## config.mk

```make
export PLATFORM = sky130hd
export DESIGN_NAME = sweep_scheduler_flat
export DESIGN_NICKNAME = d
export VERILOG_FILES = /design/src/rtl/snn_pkg.sv /design/src/rtl/sweep_scheduler_if.sv /design/src/rtl/sweep_scheduler_wb_delay_line.sv /design/src/rtl/sweep_scheduler.sv /design/src/flat_wrapper.sv
export SDC_FILE = /design/constraint.sdc
export NUM_CORES = 1
export LEC_CHECK = 0
export BUFFER_PORTS_ARGS = -buffer_cell sky130_fd_sc_hd__buf_2
export CORE_MARGIN = 3
export CORE_UTILIZATION = 50
export CTS_CLUSTER_SIZE = 8
export DETAILED_ROUTE_END_ITERATION = 6
export MAX_ROUTING_LAYER = met4
export PLACE_DENSITY = 0.74
export SYNTH_ARGS = -nofsm -noshare
export SYNTH_HDL_FRONTEND = slang
export SYNTH_SLANG_ARGS = --single-unit
```

## constraint.sdc

```tcl
create_clock -name clk -period 1.7 [get_ports clk]
set_input_delay 0.085 -clock clk [delete_from_list [all_inputs] [get_ports clk]]
set_output_delay 0.085 -clock clk [all_outputs]
set_load 0.01 [all_outputs]
```

## src/rtl/snn_pkg.sv

```systemverilog
// Shared types and constants for the neuron sweep scheduler.
// State encoding, external request codes and address-width helper.
package snn_pkg;

  typedef enum logic [2:0] {
    ST_IDLE,
    ST_SWEEP,
    ST_DRAIN,
    ST_EXT,
    ST_DONE
  } sched_state_t;

  localparam logic [1:0] EXT_RD = 2'b01;
  localparam logic [1:0] EXT_WR = 2'b10;

  localparam int NEURON_NO_DEF = 256;
  localparam int AW_DEF = $clog2(NEURON_NO_DEF);

  function automatic logic ext_valid(
    input logic [1:0] req
  );
    return (req == EXT_RD) || (req == EXT_WR);
  endfunction

endpackage

```

## src/rtl/sweep_scheduler_if.sv

```systemverilog
// External request and neuron-memory port bundle of the sweep scheduler.
// master = scheduler side, slave = requester/memory side.
interface sweep_scheduler_if #(
  parameter int AW = snn_pkg::AW_DEF
);
  logic [1:0]    ext_req;
  logic [AW-1:0] ext_rd_addr;
  logic [AW-1:0] ext_wr_addr;
  logic          ext_ack;
  logic          nm_rd_en;
  logic [AW-1:0] nm_rd_addr;
  logic          nm_wr_en;
  logic [AW-1:0] nm_wr_addr;
  logic          nm_src_ext;

  modport master (
    input  ext_req, ext_rd_addr, ext_wr_addr,
    output ext_ack,
    output nm_rd_en, nm_rd_addr,
    output nm_wr_en, nm_wr_addr,
    output nm_src_ext
  );

  modport slave (
    output ext_req, ext_rd_addr, ext_wr_addr,
    input  ext_ack,
    input  nm_rd_en, nm_rd_addr,
    input  nm_wr_en, nm_wr_addr,
    input  nm_src_ext
  );
endinterface

```

## src/rtl/sweep_scheduler_wb_delay_line.sv

```systemverilog
// Writeback delay line: valid+address shift register of fixed depth.
// Entries keep shifting regardless of issue stalls.
module wb_delay_line #(
  parameter int DEPTH = 3,
  parameter int W     = 8
) (
  input  logic         clk,
  input  logic         reset,
  input  logic         in_vld,
  input  logic [W-1:0] in_addr,
  output logic         out_vld,
  output logic [W-1:0] out_addr,
  output logic         empty
);

  logic [DEPTH-1:0]        vld_q, vld_d;
  logic [DEPTH-1:0][W-1:0] addr_q, addr_d;

  // advance every stage by one; invalid slots carry a zero address
  always_comb begin
    vld_d     = '0;
    addr_d    = '0;
    vld_d[0]  = in_vld;
    addr_d[0] = in_vld ? in_addr : '0;
    for (int i = 1; i < DEPTH; i++) begin
      vld_d[i]  = vld_q[i-1];
      addr_d[i] = addr_q[i-1];
    end
  end

  // stage registers
  always_ff @(posedge clk or negedge reset) begin
    if (!reset) begin
      vld_q  <= '0;
      addr_q <= '0;
    end else begin
      vld_q  <= vld_d;
      addr_q <= addr_d;
    end
  end

  assign out_vld  = vld_q[DEPTH-1];
  assign out_addr = addr_q[DEPTH-1];
  assign empty    = ~|vld_q;

endmodule

```

## src/rtl/sweep_scheduler.sv

```systemverilog
// Neuron-memory port owner: per-tick address sweep plus external access.
// EXT_PREEMPT_EN: external requests preempt a running sweep.
module sweep_scheduler
  import snn_pkg::*;
#(
  parameter int NEURON_NO = 256,
  parameter int TD_WIDTH  = 16,
  parameter int UPD_LAT   = 3,
  parameter int TICK_CYC  = 1000
) (
  input  logic                clk,
  input  logic                reset,
  input  logic                sys_en,
  input  logic                fifo_afull,
  sweep_scheduler_if.master   bus,
  output logic [TD_WIDTH-1:0] ts,
  output logic                sweep_busy,
  output logic                step_done,
  output logic                overrun
);

  localparam int AW = $clog2(NEURON_NO);
  localparam int PW = $clog2(TICK_CYC);
  localparam logic [AW-1:0] LAST = AW'(NEURON_NO - 1);
  localparam logic [PW-1:0] PMAX = PW'(TICK_CYC - 1);

`ifdef EXT_PREEMPT_EN
  localparam bit PREEMPT = 1'b1;
`else
  localparam bit PREEMPT = 1'b0;
`endif

  sched_state_t        state_q, state_d;
  logic [AW-1:0]       cnt_q, cnt_d;
  logic [PW-1:0]       presc_q, presc_d;
  logic [TD_WIDTH-1:0] ts_q, ts_d;
  logic                pend_q, pend_d;
  logic                ovr_q, ovr_d;
  logic                pre_q, pre_d;

  logic          ext_vld, issue, consume, tick;
  logic          ext_rd, ext_wr;
  logic          wb_vld, wb_empty;
  logic [AW-1:0] wb_addr;

  assign ext_vld = ext_valid(bus.ext_req);

  // tick prescaler, pending tick and sticky overrun
  always_comb begin
    tick    = sys_en && (presc_q == PMAX);
    presc_d = '0;
    if (sys_en && !tick) presc_d = presc_q + 1'b1;
    pend_d = (pend_q && !consume) || tick;
    ovr_d  = ovr_q || (tick && pend_q && !consume);
  end

  // scheduler next state and sweep issue
  always_comb begin
    state_d = state_q;
    cnt_d   = cnt_q;
    ts_d    = ts_q;
    pre_d   = pre_q;
    issue   = 1'b0;
    consume = 1'b0;
    unique case (state_q)
      ST_IDLE: begin
        if (ext_vld) begin
          state_d = ST_EXT;
        end else if (pend_q) begin
          state_d = ST_SWEEP;
          consume = 1'b1;
          cnt_d   = '0;
          ts_d    = ts_q + 1'b1;
        end
      end
      ST_SWEEP: begin
        if (PREEMPT && ext_vld) begin
          state_d = ST_DRAIN;
          pre_d   = 1'b1;
        end else if (!fifo_afull) begin
          issue = 1'b1;
          cnt_d = cnt_q + 1'b1;
          if (cnt_q == LAST) state_d = ST_DRAIN;
        end
      end
      ST_DRAIN: begin
        if (wb_empty) state_d = pre_q ? ST_EXT : ST_DONE;
      end
      ST_EXT: begin
        state_d = pre_q ? ST_SWEEP : ST_IDLE;
        pre_d   = 1'b0;
      end
      ST_DONE: state_d = ST_IDLE;
      default: state_d = ST_IDLE;
    endcase
  end

  // state and counter registers
  always_ff @(posedge clk or negedge reset) begin
    if (!reset) begin
      state_q <= ST_IDLE;
      cnt_q   <= '0;
      presc_q <= '0;
      ts_q    <= '0;
      pend_q  <= 1'b0;
      ovr_q   <= 1'b0;
      pre_q   <= 1'b0;
    end else begin
      state_q <= state_d;
      cnt_q   <= cnt_d;
      presc_q <= presc_d;
      ts_q    <= ts_d;
      pend_q  <= pend_d;
      ovr_q   <= ovr_d;
      pre_q   <= pre_d;
    end
  end

  wb_delay_line #(
    .DEPTH (UPD_LAT),
    .W     (AW)
  ) u_wb (
    .clk      (clk),
    .reset    (reset),
    .in_vld   (issue),
    .in_addr  (cnt_q),
    .out_vld  (wb_vld),
    .out_addr (wb_addr),
    .empty    (wb_empty)
  );

  // memory port mux between sweep and external path
  always_comb begin
    bus.ext_ack    = (state_q == ST_EXT) && ext_vld;
    bus.nm_src_ext = (state_q == ST_EXT);
    ext_rd         = bus.ext_ack && (bus.ext_req == EXT_RD);
    ext_wr         = bus.ext_ack && (bus.ext_req == EXT_WR);
    bus.nm_rd_en   = issue || ext_rd;
    bus.nm_wr_en   = wb_vld || ext_wr;
    bus.nm_rd_addr = '0;
    bus.nm_wr_addr = '0;
    unique case (1'b1)
      issue:   bus.nm_rd_addr = cnt_q;
      ext_rd:  bus.nm_rd_addr = bus.ext_rd_addr;
      default: bus.nm_rd_addr = '0;
    endcase
    unique case (1'b1)
      wb_vld:  bus.nm_wr_addr = wb_addr;
      ext_wr:  bus.nm_wr_addr = bus.ext_wr_addr;
      default: bus.nm_wr_addr = '0;
    endcase
  end

  assign ts         = ts_q;
  assign overrun    = ovr_q;
  assign step_done  = (state_q == ST_DONE);
  assign sweep_busy = (state_q == ST_SWEEP) ||
                      (state_q == ST_DRAIN) ||
                      ((state_q == ST_EXT) && pre_q);

endmodule
```

## src/flat_wrapper.sv

```systemverilog
// flat-port wrapper written by rule: the top's interface ports become plain ports
module sweep_scheduler_flat import snn_pkg::*;
#(
  parameter int NEURON_NO = 256,
  parameter int TD_WIDTH  = 16,
  parameter int UPD_LAT   = 3,
  parameter int TICK_CYC  = 1000
)
  (clk, reset, sys_en, fifo_afull, ts, sweep_busy, step_done, overrun, bus_ext_req, bus_ext_rd_addr, bus_ext_wr_addr, bus_ext_ack, bus_nm_rd_en, bus_nm_rd_addr, bus_nm_wr_en, bus_nm_wr_addr, bus_nm_src_ext);
  sweep_scheduler_if bus_i ();
  input  logic clk;
  input  logic reset;
  input  logic sys_en;
  input  logic fifo_afull;
  output logic [TD_WIDTH-1:0] ts;
  output logic sweep_busy;
  output logic step_done;
  output logic overrun;
  input wire logic [$bits(bus_i.ext_req)-1:0] bus_ext_req;
  input wire logic [$bits(bus_i.ext_rd_addr)-1:0] bus_ext_rd_addr;
  input wire logic [$bits(bus_i.ext_wr_addr)-1:0] bus_ext_wr_addr;
  output wire logic [$bits(bus_i.ext_ack)-1:0] bus_ext_ack;
  output wire logic [$bits(bus_i.nm_rd_en)-1:0] bus_nm_rd_en;
  output wire logic [$bits(bus_i.nm_rd_addr)-1:0] bus_nm_rd_addr;
  output wire logic [$bits(bus_i.nm_wr_en)-1:0] bus_nm_wr_en;
  output wire logic [$bits(bus_i.nm_wr_addr)-1:0] bus_nm_wr_addr;
  output wire logic [$bits(bus_i.nm_src_ext)-1:0] bus_nm_src_ext;
  assign bus_i.ext_req = bus_ext_req;
  assign bus_i.ext_rd_addr = bus_ext_rd_addr;
  assign bus_i.ext_wr_addr = bus_ext_wr_addr;
  assign bus_ext_ack = bus_i.ext_ack;
  assign bus_nm_rd_en = bus_i.nm_rd_en;
  assign bus_nm_rd_addr = bus_i.nm_rd_addr;
  assign bus_nm_wr_en = bus_i.nm_wr_en;
  assign bus_nm_wr_addr = bus_i.nm_wr_addr;
  assign bus_nm_src_ext = bus_i.nm_src_ext;
  sweep_scheduler #(.NEURON_NO(NEURON_NO), .TD_WIDTH(TD_WIDTH), .UPD_LAT(UPD_LAT), .TICK_CYC(TICK_CYC)) u_core (.clk(clk), .reset(reset), .sys_en(sys_en), .fifo_afull(fifo_afull), .bus(bus_i), .ts(ts), .sweep_busy(sweep_busy), .step_done(step_done), .overrun(overrun));
endmodule
```

==> reports/results.env, run 1 <==
RUN_STATUS='complete, but fails checks'
FAILED_CHECKS='setup timing'
GLOBALROUTEOVERFLOWTOTAL=0
SWITCHINGPOWER_mW=1.379
TRITONCTS='yes'
TIMING.HOLD.WS_NS=0.01446
CP_MAX_STAGE_DELAY_NS=0.61
YOSYSUNIQUECELLTYPES=45
FINALSETUPVIOLATIONS=20
HPWLAFTERDP_MM=4.053
COUNT_OF_INSERTED_ANTENNA_DIODE_CELLS=0
POSTSYNTHREGISTERBITS=66
CP-END-KIND='output pin'
SYNTH_TOP_AREA_FRAC=0.5823
POST_SYNTH_TOP_FLOP='dfrtp_1'
INITIAL_UTILIZATION=0.5349
ROWS=26
FINALCRITICALPERIOD_NS=1.926
SYNTH_ENABLE_FLOP_CELLS=0
FINAL_REPORT_MAX_SLEW_VIOLATION_COUNT=0
FINAL_UTIL=0.6918
GRT_ANTENNA_BEFORE_REPAIR=0
CP_TOP_FAMILY='simple AND/OR/NAND/NOR gates'
SETUP_TNS_NS=-3.151
FMAX_MHz=519.3
SEQUENTIALPOWERSHARE=0.449
POWER.INTERNAL_mW=3.056
R2R.WORST_PATH.CELLS=4
FINAL.FILL_COUNT=382
SYN-MEAN-INSTANCE-AREA_SQ_UM=11.72
SYNTH_TOP_CELL_BY_AREA='dfrtp_1'
CTS_INSERTED_BUFFERS=9
ROUTEDWLPERCELL_UM=15.08
NETLIST_INSTANCES=242
DRT_WL_TOTAL_MM=6.257
REMAINING_DRC_ERRORS=0
VDD_IR_DROP_MAX_mV=0.8649
SHARE_OF_FLIP_FLOPS_WITH_AN_ASYNCHRONOUS_SET_OR_RESET_AFTER_SYNTHESIS=1.000
MOST_COMMON_LIBRARY_CELL_IN_THE_LAYOUT_IGNORING_FILL_AND_TAPS='dfrtp_1'
SLOWEST_STAGE='or4b_4'
FINAL.SETUP.WORST_SLACK_NS=-0.2258
TIGHTESTPINTRANSITION_NS=0.3592
WHS_PATH_DEPTH=2
SHARE_CLK_OF_TOTAL_POWER=0.262
POWER_DENSITY_mW_PER_MM2=1209
SYN_NETS=269
PLACE.PORT_BUFFERS=60
WORSTPATHMAXFANOUT=6
ROUTE.VIAS.TOTAL=2185
CLOCK_TRANSITION_AT_THE_REGISTER_CLOCK_PINS_ON_THE_WORST_SETUP_AND_HOLD_PATHS_AFTER_CTS_NS=0.07
DRT_ITER0_DRC=151
NUM_IO_PINS=61
PATH_CELLS='or4b_4 -> inv_6 -> and2_4 -> a21o_1 -> buf_2'
DIE_WIDTH_UM=81.32
GRT_SETUP_UNREPAIRED='yes'
YOSYSSEQAREASHARE=0.5823
CRIT_PATH_DAT_NS=1.84
SYNTH_TOP_CELLS_BY_AREA='dfrtp_1, xnor2_1, a22o_1'
FINAL_HOLD_VIOLATION_COUNT=0
FINAL_CELL_MIX='dfrtp_1, buf_2, buf_4, xnor2_1'
CTS.PATH.MAX_BUFFERS=2
DIE_Y_UM=81.32
POST_DP_CELL_AREA_SQ_MM=0.003276
WORST_SLEW_MARGIN_REL=0.7580
TIMING.MAX_CAP.VIOLATIONS=0
SYNTHESIS.YOSYS.WARNINGS=0
GLOBALROUTETOTALUTIL=0.2121
SHARE_COMB_OF_TOTAL_POWER=0.289
LEAKAGE_nW=1.906
VIAS_IN_THE_FIRST_GLOBAL_ROUTE=2130
GRT_START_MAX_NET_PINS=67
POSTLAYOUTCELLAREA_SQ_MM=0.003669
MIN-DELAY-PATH-CLASS='input pin to register'
CRIT_REQUIRED_NS=1.62
VIAS_PER_CELL=5.265
CRITICAL_SETUP_PATH_KIND='register to output pin'
ANTENNA_VIOLATING_NETS_POST_ROUTE=0
PLACEMENT.SETUP.WORST_SLACK_NS=-0.006461
SYNTH.CELL_AREA_SQ_MM=0.002836
GRT_PASS1_WL_MM=10.08
FINAL.SETUP_SKEW_NS=0.006514
DIE_AREA_SQ_MM=0.006613
POWER_SWITCHING_SHARE=0.3109
SETUP.WORST_PATH.START_CLASS='register'
WORSTPATHBUFFERINVERTERCOUNT=2
FINAL.PERIOD_UTILIZATION=1.133
HTREE_NUM_LEVELS=3
LAYOUT.NETS=367
CRITICAL_PATH_DEPTH=5
CTS.SINK_COUNT=66
LAYOUT-DRIVE-GT1-SHARE=0.3855
CTS_ROOT_BUFFER='clkbuf_8'
CORE_SQ_MM=0.005303
DRTPASS1ITERATIONS=4
GPL.FINAL_WEIGHTED_CONGESTION=0.8645
WORST_SKEW_PAIR.LATE_LATENCY_NS=0.34
SYNTHTOLAYOUTAREAGROWTH_PCT=29.33
## final timing paths
check / slack (ns) / from / end
setup / recovery: -0.23 / u_core.state_q[1] / bus_nm_rd_addr[3]
hold / removal: 0.01 / sys_en / u_core.presc_q[4]
setup reg to reg: -0.10 / u_core.state_q[1] / u_core.cnt_q[5]
hold reg to reg: 0.35 / u_core.u_wb.addr_d[9] / u_core.u_wb.addr_d[17]
max in group asynchronous: 1.11 / reset / u_core.state_q[1]
min in group asynchronous: 0.28 / reset / u_core.presc_q[2]
## flip-flops by register name (all words and copies together), names as in the netlist
register	flops
u_core.u_wb.out_addr	8
u_core.ts	16
u_core.pend_q	1
u_core.u_wb.vld_q	3
u_core.presc_q	10
u_core.cnt_q	8
u_core.overrun	1
u_core.state_q	3
u_core.u_wb.addr_d	16
## cell usage after synthesis (all sizes together) (7+ instances only)
library cell  number
nand4              7
xnor2             18
a21o               9
and2              11
nor2              18
nor3              10
nand3             10
o21ai              8
a22o              11
nand2             17
dfrtp             66
## worst register-to-register path: stages, from the launching register on
cell and delay [ns]:
dfrtp_2 0.43, or4b_4 0.61, buf_4 0.19, or3_1 0.38, o21ai_1 0.12
## cell families after synthesis
kind of cell	after synthesis	synth area share
adder cells (fa/ha/maj)	5	0.02206
buffers and inverters	12	0.02470
AND/OR/NAND/NOR	97	0.1937
XOR/XNOR	23	0.07102
multiplexers	4	0.01588
flip-flops	66	0.5823
AO/OA/AOI/OAI	35	0.09043
## per-layer routing
layer	global-route usage	wire length, um	vias up
li1	-	-	1038
met1	0.2645	2634	1045
met2	0.3127	3067	83
met3	0.06763	373	19
met4	0.1014	182	0
met5	-	0	-
## what timing repair did
item,in CTS,in global routing
hold buffers,1,0
setup buffers,11,8
resized for setup,18,7
endpoints found under the hold margin,66,0
pin swaps,3,7
endpoints found under the setup margin,18,34
gates cloned,2,0
## power groups by stage
stage | sequential [mW] | combinational (mW) | clock (mW)
floorplan | 1.95 | 0.652 | 0
global placement | 2.01 | 0.963 | 0
finish | 1.99 | 1.28 | 1.16
detailed placement | 2.02 | 0.986 | 0
CTS | 1.98 | 1.18 | 1.19
global route | 2.02 | 1.39 | 1.27
## final cells by class
cell class / count / area, sq um / area share
clock buffer: 12 / 145.1 / 0.03956
clock inverter: 4 / 27.53 / 0.007503
inverter: 5 / 23.77 / 0.006480
multi-input combinational: 165 / 1150 / 0.3134
sequential: 66 / 1653 / 0.4505
tap: 70 / 87.58 / 0.02387
timing repair buffer: 92 / 575.6 / 0.1569
timing repair inverter: 1 / 6.256 / 0.001705
## metrics by stage
step           power, mW  instances
2_1_floorplan      2.605        242
3_3_place_gp       2.971        377
3_5_place_dp       3.001        377
4_1_cts            4.342        407
5_1_grt            4.676        415
6_report           4.435        415
Power figures use the tool's default switching activity.
==> run 2: changes to the inputs <==
==> constraint.sdc (replaced) <==
create_clock -name clk -period 2.4 [get_ports clk]
set_input_delay 0.12 -clock clk [delete_from_list [all_inputs] [get_ports clk]]
set_output_delay 0.12 -clock clk [all_outputs]
set_load 0.01 [all_outputs]
==> run 2 against run 1 <==
Against the previous run:
- the flow now finishes without violations
- final cell count shrank 7.7%
- via count shrank 7.1%
- first-iteration DRC count shrank 28%
- register-to-register slack gained 0.72 ns
- clock power shrank 23%
- global-route usage shrank 1.0 points
- die area is the same
==> reports/results.env, run 2 (synthesized netlist as in run 1, its figures left out) <==
CTS_ROOT_BUFFER='clkbuf_8'
R2R.WORST_PATH.CELLS=5  # +1
GLOBALROUTEOVERFLOWTOTAL=0  # unchanged
CTS_INSERTED_BUFFERS=9  # unchanged
LAYOUT.NETS=336  # -8.4%
SLOWEST_STAGE='dfrtp_1'
TIGHTESTPINTRANSITION_NS=0.5052  # +0.1461 ns
DRT_ITER0_DRC=109  # -28%
DRTPASS1ITERATIONS=4  # unchanged
GPL.FINAL_WEIGHTED_CONGESTION=0.8251  # -4.6%
PATH_CELLS='or4b_4 -> inv_2 -> and2_1 -> a21o_1 -> buf_2'
MULTIINPUTGATEAREA_SQ_MM=0.001115  # -3.0%
CRITICAL_SETUP_PATH_KIND='register to output pin'
SEQCELLAREA_SQ_MM=0.001652  # about the same
CTS.SINK_COUNT=66  # unchanged
SETUP.WORST_PATH.START_CLASS='register'
LEAKAGE_nW=1.748  # -8.3%
FINALSETUPVIOLATIONS=0  # -100%
SETUP_TNS_NS=0  # +3.151 ns
COUNT_OF_INSERTED_ANTENNA_DIODE_CELLS=0  # unchanged
FINAL.FILL_COUNT=419  # +9.7%
CORE_SQ_MM=0.005303  # unchanged
WORST_HOLD_PATH.ENDPOINT='u_core.presc_q[2]'
TIMING.MAX_CAP.VIOLATIONS=0  # unchanged
DRT_WL_TOTAL_MM=5.711  # -8.7%
FINAL_CELL_MIX='dfrtp_1, buf_2, nor2_1, xnor2_1, nand2_1'
REMAINING_DRC_ERRORS=0  # unchanged
WORST_SLEW_MARGIN_REL=0.6609  # -0.09711
HTREE_NUM_LEVELS=3  # unchanged
CP_MAX_STAGE_DELAY_NS=0.58  # -0.03 ns
FINAL_HOLD_VIOLATION_COUNT=0  # unchanged
WORSTPATHBUFFERINVERTERCOUNT=2  # unchanged
RUN_STATUS='finished, final reports clean'
WHS_PATH_DEPTH=2  # unchanged
FINALCRITICALPERIOD_NS=2.172
HPWLAFTERDP_MM=4.254  # +4.9%
GRT_PASS1_WL_MM=9.611  # -4.7%
DIE_AREA_SQ_MM=0.006613  # unchanged
SYNTHTOLAYOUTAREAGROWTH_PCT=19.54
GRT_START_MAX_NET_PINS=32  # -52%
TRITONCTS='yes'
LAYOUT.CELLS.NON_FILLER=383  # -7.7%
FINAL.PERIOD_UTILIZATION=0.9049
VIAS_IN_THE_FIRST_GLOBAL_ROUTE=2011  # -5.6%
WORST_SKEW_PAIR.LATE_LATENCY_NS=0.33  # about the same
CRIT_REQUIRED_NS=2.28  # +0.66 ns
ROWS=26  # unchanged
POWER_DENSITY_mW_PER_MM2=860.9  # -29%
CRIT_PATH_DAT_NS=2.05  # +0.21 ns
FMAX_MHz=460.5
RRSETUPSLACK_NS=0.62  # +0.72 ns
INITIAL_UTILIZATION=0.5349  # unchanged
GRT_ANTENNA_BEFORE_REPAIR=0  # unchanged
RR_ENDPOINT='u_core.presc_q[7]'
WORSTPATHMAXFANOUT=13  # +7
GRT_SETUP_UNREPAIRED='no'
NUM_IO_PINS=61  # unchanged
CP_TOP_FAMILY='simple AND/OR/NAND/NOR gates'
MOST_COMMON_LIBRARY_CELL_IN_THE_LAYOUT_IGNORING_FILL_AND_TAPS='dfrtp_1'
ROUTEDWLPERCELL_UM=14.91  # -1.1%
HP-START='sys_en'
ANTENNA_VIOLATING_NETS_POST_ROUTE=0  # unchanged
FINAL.SETUP_SKEW_NS=0.01057  # +0.004053 ns
CP-END-KIND='output pin'
MIN-DELAY-PATH-CLASS='input pin to register'
PLACE.PORT_BUFFERS=60  # unchanged
DIE_WIDTH_UM=81.32  # unchanged
CLOCK_TRANSITION_AT_THE_REGISTER_CLOCK_PINS_ON_THE_WORST_SETUP_AND_HOLD_PATHS_AFTER_CTS_NS=0.07  # about the same
LAYOUT-DRIVE-GT1-SHARE=0.3003  # -0.08519
VIAS_PER_CELL=5.300  # +0.67%
DP_CELLS=367  # -2.7%
CTS.PATH.MAX_BUFFERS=2  # unchanged
FINAL_REPORT_MAX_SLEW_VIOLATION_COUNT=0  # unchanged
DIE_Y_UM=81.32  # unchanged
RR_STARTPOINT='u_core.presc_q[0]'
ROUTE.VIAS.TOTAL=2030  # -7.1%
VDD_IR_DROP_MAX_mV=0.5369  # -38%
GLOBALROUTETOTALUTIL=0.2020  # -0.01005
run 2: worst max-delay path by stage:
| stage | to | cells after the start | startpoint |
|---|---|---|---|
| floorplan | bus_nm_rd_addr[2] | 6 | u_core.state_q[1] |
| global placement | bus_nm_rd_addr[7] | 5 | u_core.state_q[0] |
| detailed placement | bus_nm_rd_addr[7] | 5 | u_core.state_q[0] |
| CTS | bus_nm_rd_addr[7] | 5 | u_core.state_q[0] |
| global route | bus_nm_rd_addr[7] | 5 | u_core.state_q[0] |
| finish | bus_nm_rd_addr[7] | 5 | u_core.state_q[0] |
run 2: metal layers:
| metal | global-route usage | up-vias | wire length, um |
|---|---|---|---|
| met5 | - | - | 0 |
| met4 | 0.07770 | 0 | 102 |
| met3 | 0.05322 | 11 | 266 |
| met2 | 0.3135 | 49 | 2778 |
| met1 | 0.2534 | 991 | 2564 |
| li1 | - | 979 | - |
run 2: final cells by class:
cell class	instances	share of cell area
Sequential cell	66	0.4871
Tap cell	70	0.02583
Clock inverter	5	0.01624
Inverter	5	0.005535
Clock buffer	10	0.04059
Multi-Input combinational cell	164	0.3288
Timing Repair Buffer	63	0.09594
run 2: stage by stage:
stage	instance area, sq um	total power, mW	hold WS (ns)	setup slack [ns]	util
6_report	3391	2.919	0.05912	0.2282	0.6395
5_1_grt	3391	3.098	0.04789	0.09123	0.6395
4_1_cts	3391	2.952	0.04832	0.2013	0.6395
3_5_place_dp	3188	2.044	0.08419	0.5708	0.6012
3_3_place_gp	3188	2.021	0.07914	0.6466	0.6012
2_1_floorplan	2836	1.845	-0.1756	0.8042	-
run 2: power breakdown:
part / leakage [nW] / total, mW / internal (mW) / switching (mW)
logic: 0.769 / 0.575 / 0.277 / 0.298
registers: 0.885 / 1.45 / 1.28 / 0.165
clock network: 0.0941 / 0.896 / 0.498 / 0.398
total: 1.75 / 2.92 / 2.06 / 0.861
run 2: timing repair:
action / in CTS / in global routing
gates resized for setup: 0 / 0
hold buffers: 1 / 0
hold endpoints to repair: 17 / 0
endpoints found under the setup margin: 0 / 0
buffers inserted: 0 / 0
==> run 3: changes to the inputs <==
--- a/config.mk
+++ b/config.mk
@@ -6,7 +6,7 @@
 export NUM_CORES = 1
 export LEC_CHECK = 0
 export BUFFER_PORTS_ARGS = -buffer_cell sky130_fd_sc_hd__buf_2
-export CORE_MARGIN = 3
+export CORE_MARGIN = 2
 export CORE_UTILIZATION = 50
 export CTS_CLUSTER_SIZE = 8
 export DETAILED_ROUTE_END_ITERATION = 6
==> run 3 against run 2 <==
Against the previous run:
- critical path depth unchanged
- sequential power about the same
- power is 0.56% lower
- critical endpoint is now bus_nm_wr_addr[0]
- critical path type unchanged
- count of clock-buffer cells in the layout rose by 2
==> reports/results.env, run 3 (synthesized netlist as in run 1, its figures left out) <==
SEQCELLAREA_SQ_MM=0.001652  # unchanged
CTS.PATH.MAX_BUFFERS=2  # unchanged
SHARE_COMB_OF_TOTAL_POWER=0.195  # -0.002
RR_STARTPOINT='u_core.presc_q[0]'
DRT_ITER0_DRC=98  # -10%
ROUTEDWLPERCELL_UM=14.13  # -5.2%
WORST_SKEW_PAIR.LATE_LATENCY_NS=0.32  # about the same
FINAL.FILL_COUNT=460  # +9.8%
MULTIINPUTGATEAREA_SQ_MM=0.001115  # unchanged
VIAS_PER_CELL=5.197  # -1.9%
FINALSETUPVIOLATIONS=0  # unchanged
R2R.WORST_PATH.CELLS=5  # unchanged
HP-START='sys_en'
MIN-DELAY-PATH-CLASS='input pin to register'
TRITONCTS='yes'
CTS_INSERTED_BUFFERS=9  # unchanged
CTS_ROOT_BUFFER='clkbuf_8'
PATH_CELLS='and3b_1 -> nor2b_1 -> and2_1 -> a22o_1 -> buf_2'
LEAKAGE_nW=1.750  # +0.12%
DIE_WIDTH_UM=79.32  # -2.5%
SHARE_CLK_OF_TOTAL_POWER=0.305  # -0.002
GRT_START_MAX_NET_PINS=29  # -9.4%
RUN_STATUS='finished, final reports clean'
WORST_SETUP_SP='u_core.state_q[0]'
MOST_COMMON_LIBRARY_CELL_IN_THE_LAYOUT_IGNORING_FILL_AND_TAPS='dfrtp_1'
GLOBALROUTEOVERFLOWTOTAL=0  # unchanged
POWER.INTERNAL_mW=2.059  # about the same
DIE_Y_UM=79.32  # -2.5%
FINAL.SETUP_SKEW_NS=0.007024  # -0.003544 ns
POWER_SWITCHING_SHARE=0.2906  # -0.004213
CORE_SQ_MM=0.005507  # +3.8%
FINAL_CELL_MIX='dfrtp_1, buf_2, nor2_1, xnor2_1, nand2_1'
INITIAL_UTILIZATION=0.5151  # -0.01981
VDD_IR_DROP_MAX_mV=0.5438  # +1.3%
LAYOUT-DRIVE-GT1-SHARE=0.2939  # -0.006390
FINAL_REPORT_MAX_SLEW_VIOLATION_COUNT=0  # unchanged
WORSTPATHBUFFERINVERTERCOUNT=1  # -1
FINALCRITICALPERIOD_NS=2.173  # +0.001145 ns
GPL.FINAL_WEIGHTED_CONGESTION=0.8740  # +5.9%
SETUP.WORST_PATH.START_CLASS='register'
CRITICAL_PATH_DEPTH=5  # unchanged
CRIT_REQUIRED_NS=2.28  # about the same
WORSTPATHMAXFANOUT=13  # unchanged
CRITICAL_SETUP_PATH_KIND='register to output pin'
TIGHTESTPINTRANSITION_NS=0.5179  # +0.01264 ns
SEQUENTIALPOWERSHARE=0.500  # +0.004
DRT_WL_TOTAL_MM=5.440  # -4.7%
SETUP_TNS_NS=0  # unchanged
PLACE.PORT_BUFFERS=60  # unchanged
ROWS=27  # +3.8%
GRT_PASS1_WL_MM=9.308  # -3.2%
VIAS_IN_THE_FIRST_GLOBAL_ROUTE=1926  # -4.2%
ROUTE.VIAS.TOTAL=2001  # -1.4%
ANTENNA_VIOLATING_NETS_POST_ROUTE=0  # unchanged
CP_TOP_FAMILY='simple AND/OR/NAND/NOR gates'
WHS_PATH_DEPTH=2  # unchanged
FMAX_MHz=460.2  # about the same
DIE_AREA_SQ_MM=0.006292  # -4.9%
NUM_IO_PINS=61  # unchanged
SYNTHTOLAYOUTAREAGROWTH_PCT=19.36
CLOCK_TRANSITION_AT_THE_REGISTER_CLOCK_PINS_ON_THE_WORST_SETUP_AND_HOLD_PATHS_AFTER_CTS_NS=0.07  # about the same
DRTPASS1ITERATIONS=4  # unchanged
FINAL_HOLD_VIOLATION_COUNT=0  # unchanged
GRT_ANTENNA_BEFORE_REPAIR=0  # unchanged
CP-END-KIND='output pin'
SWITCHINGPOWER_uW=843.7  # -2.0%
POWER_DENSITY_mW_PER_MM2=857.4  # -0.41%
WORST_SLEW_MARGIN_REL=0.6524  # -0.008484
GLOBALROUTETOTALUTIL=0.1994  # -0.002606
CRIT_PATH_DAT_NS=2.05  # about the same
GRT_SETUP_UNREPAIRED='no'
TIMING.HOLD.WS_NS=0.06264  # +0.003525 ns
FINAL.PERIOD_UTILIZATION=0.9054  # about the same
SLOWEST_STAGE='dfrtp_1'
CTS.SINK_COUNT=66  # unchanged
LAYOUT.NETS=336  # unchanged
HPWLAFTERDP_MM=3.836  # -9.8%
TIMING.MAX_CAP.VIOLATIONS=0  # unchanged
REMAINING_DRC_ERRORS=0  # unchanged
HTREE_NUM_LEVELS=3  # unchanged
COUNT_OF_INSERTED_ANTENNA_DIODE_CELLS=0  # unchanged
CP_MAX_STAGE_DELAY_NS=0.59  # about the same
==> run 3: cell types whose count changed in the layout (fill, tap and decap cells not counted), sizes merged <==
cell      previous run  this run
clkbuf              10        12
clkinvlp             2         0
==> run 3: area by class of cell <==
cell class,instances,area share
flip-flops and latches,66,0.4878
multi-input cells,164,0.3293
repair buffers,63,0.09608
clock buffers,12,0.04287
well taps,72,0.02661
clock inverters,3,0.01183
inverters,5,0.005543
==> run 3: through the flow <==
step	power, mW	std cells	util	setup slack [ns]	cell area [sq um]
finish	2.903	385	0.6149	0.2271	3386
global route	3.093	385	0.6149	0.06705	3386
CTS	2.939	385	0.6149	0.1791	3386
detailed placement	2.035	369	0.5794	0.5800	3191
global placement	2.019	369	0.5794	0.6354	3191
floorplan	1.845	242	-	0.8042	2836
==> run 3: power by group through the flow <==
stage / Sequential [mW] / Combinational, mW / Clock [mW]
final: 1.45 / 0.566 / 0.885
after global routing: 1.48 / 0.640 / 0.972
after CTS: 1.45 / 0.574 / 0.917
after detailed placement: 1.46 / 0.570 / 0
after global placement: 1.46 / 0.558 / 0
after floorplan: 1.38 / 0.462 / 0
==> run 3: worst paths after layout <==
path | to | slack [ns]
max | bus_nm_wr_addr[0] | 0.23
min | u_core.presc_q[4] | 0.06
max reg2reg | u_core.presc_q[7] | 0.64
min reg2reg | u_core.u_wb.out_addr[0] | 0.35
max in group asynchronous | u_core.u_wb.addr_d[10] | 1.50
min in group asynchronous | u_core.presc_q[4] | 0.22
==> run 3: timing repair <==
action                    CTS  global route
hold endpoints to repair   13             0
hold buffers                1             0
resized for setup           0             0
buffers inserted            0             0
==> run 3: layer usage <==
layer / up-vias / track usage / share of wire
met5: - / - / 0
met4: 0 / 0.06379 / 0.0070
met3: 4 / 0.06136 / 0.047
met2: 46 / 0.3017 / 0.49
met1: 973 / 0.2595 / 0.46
li1: 978 / - / -
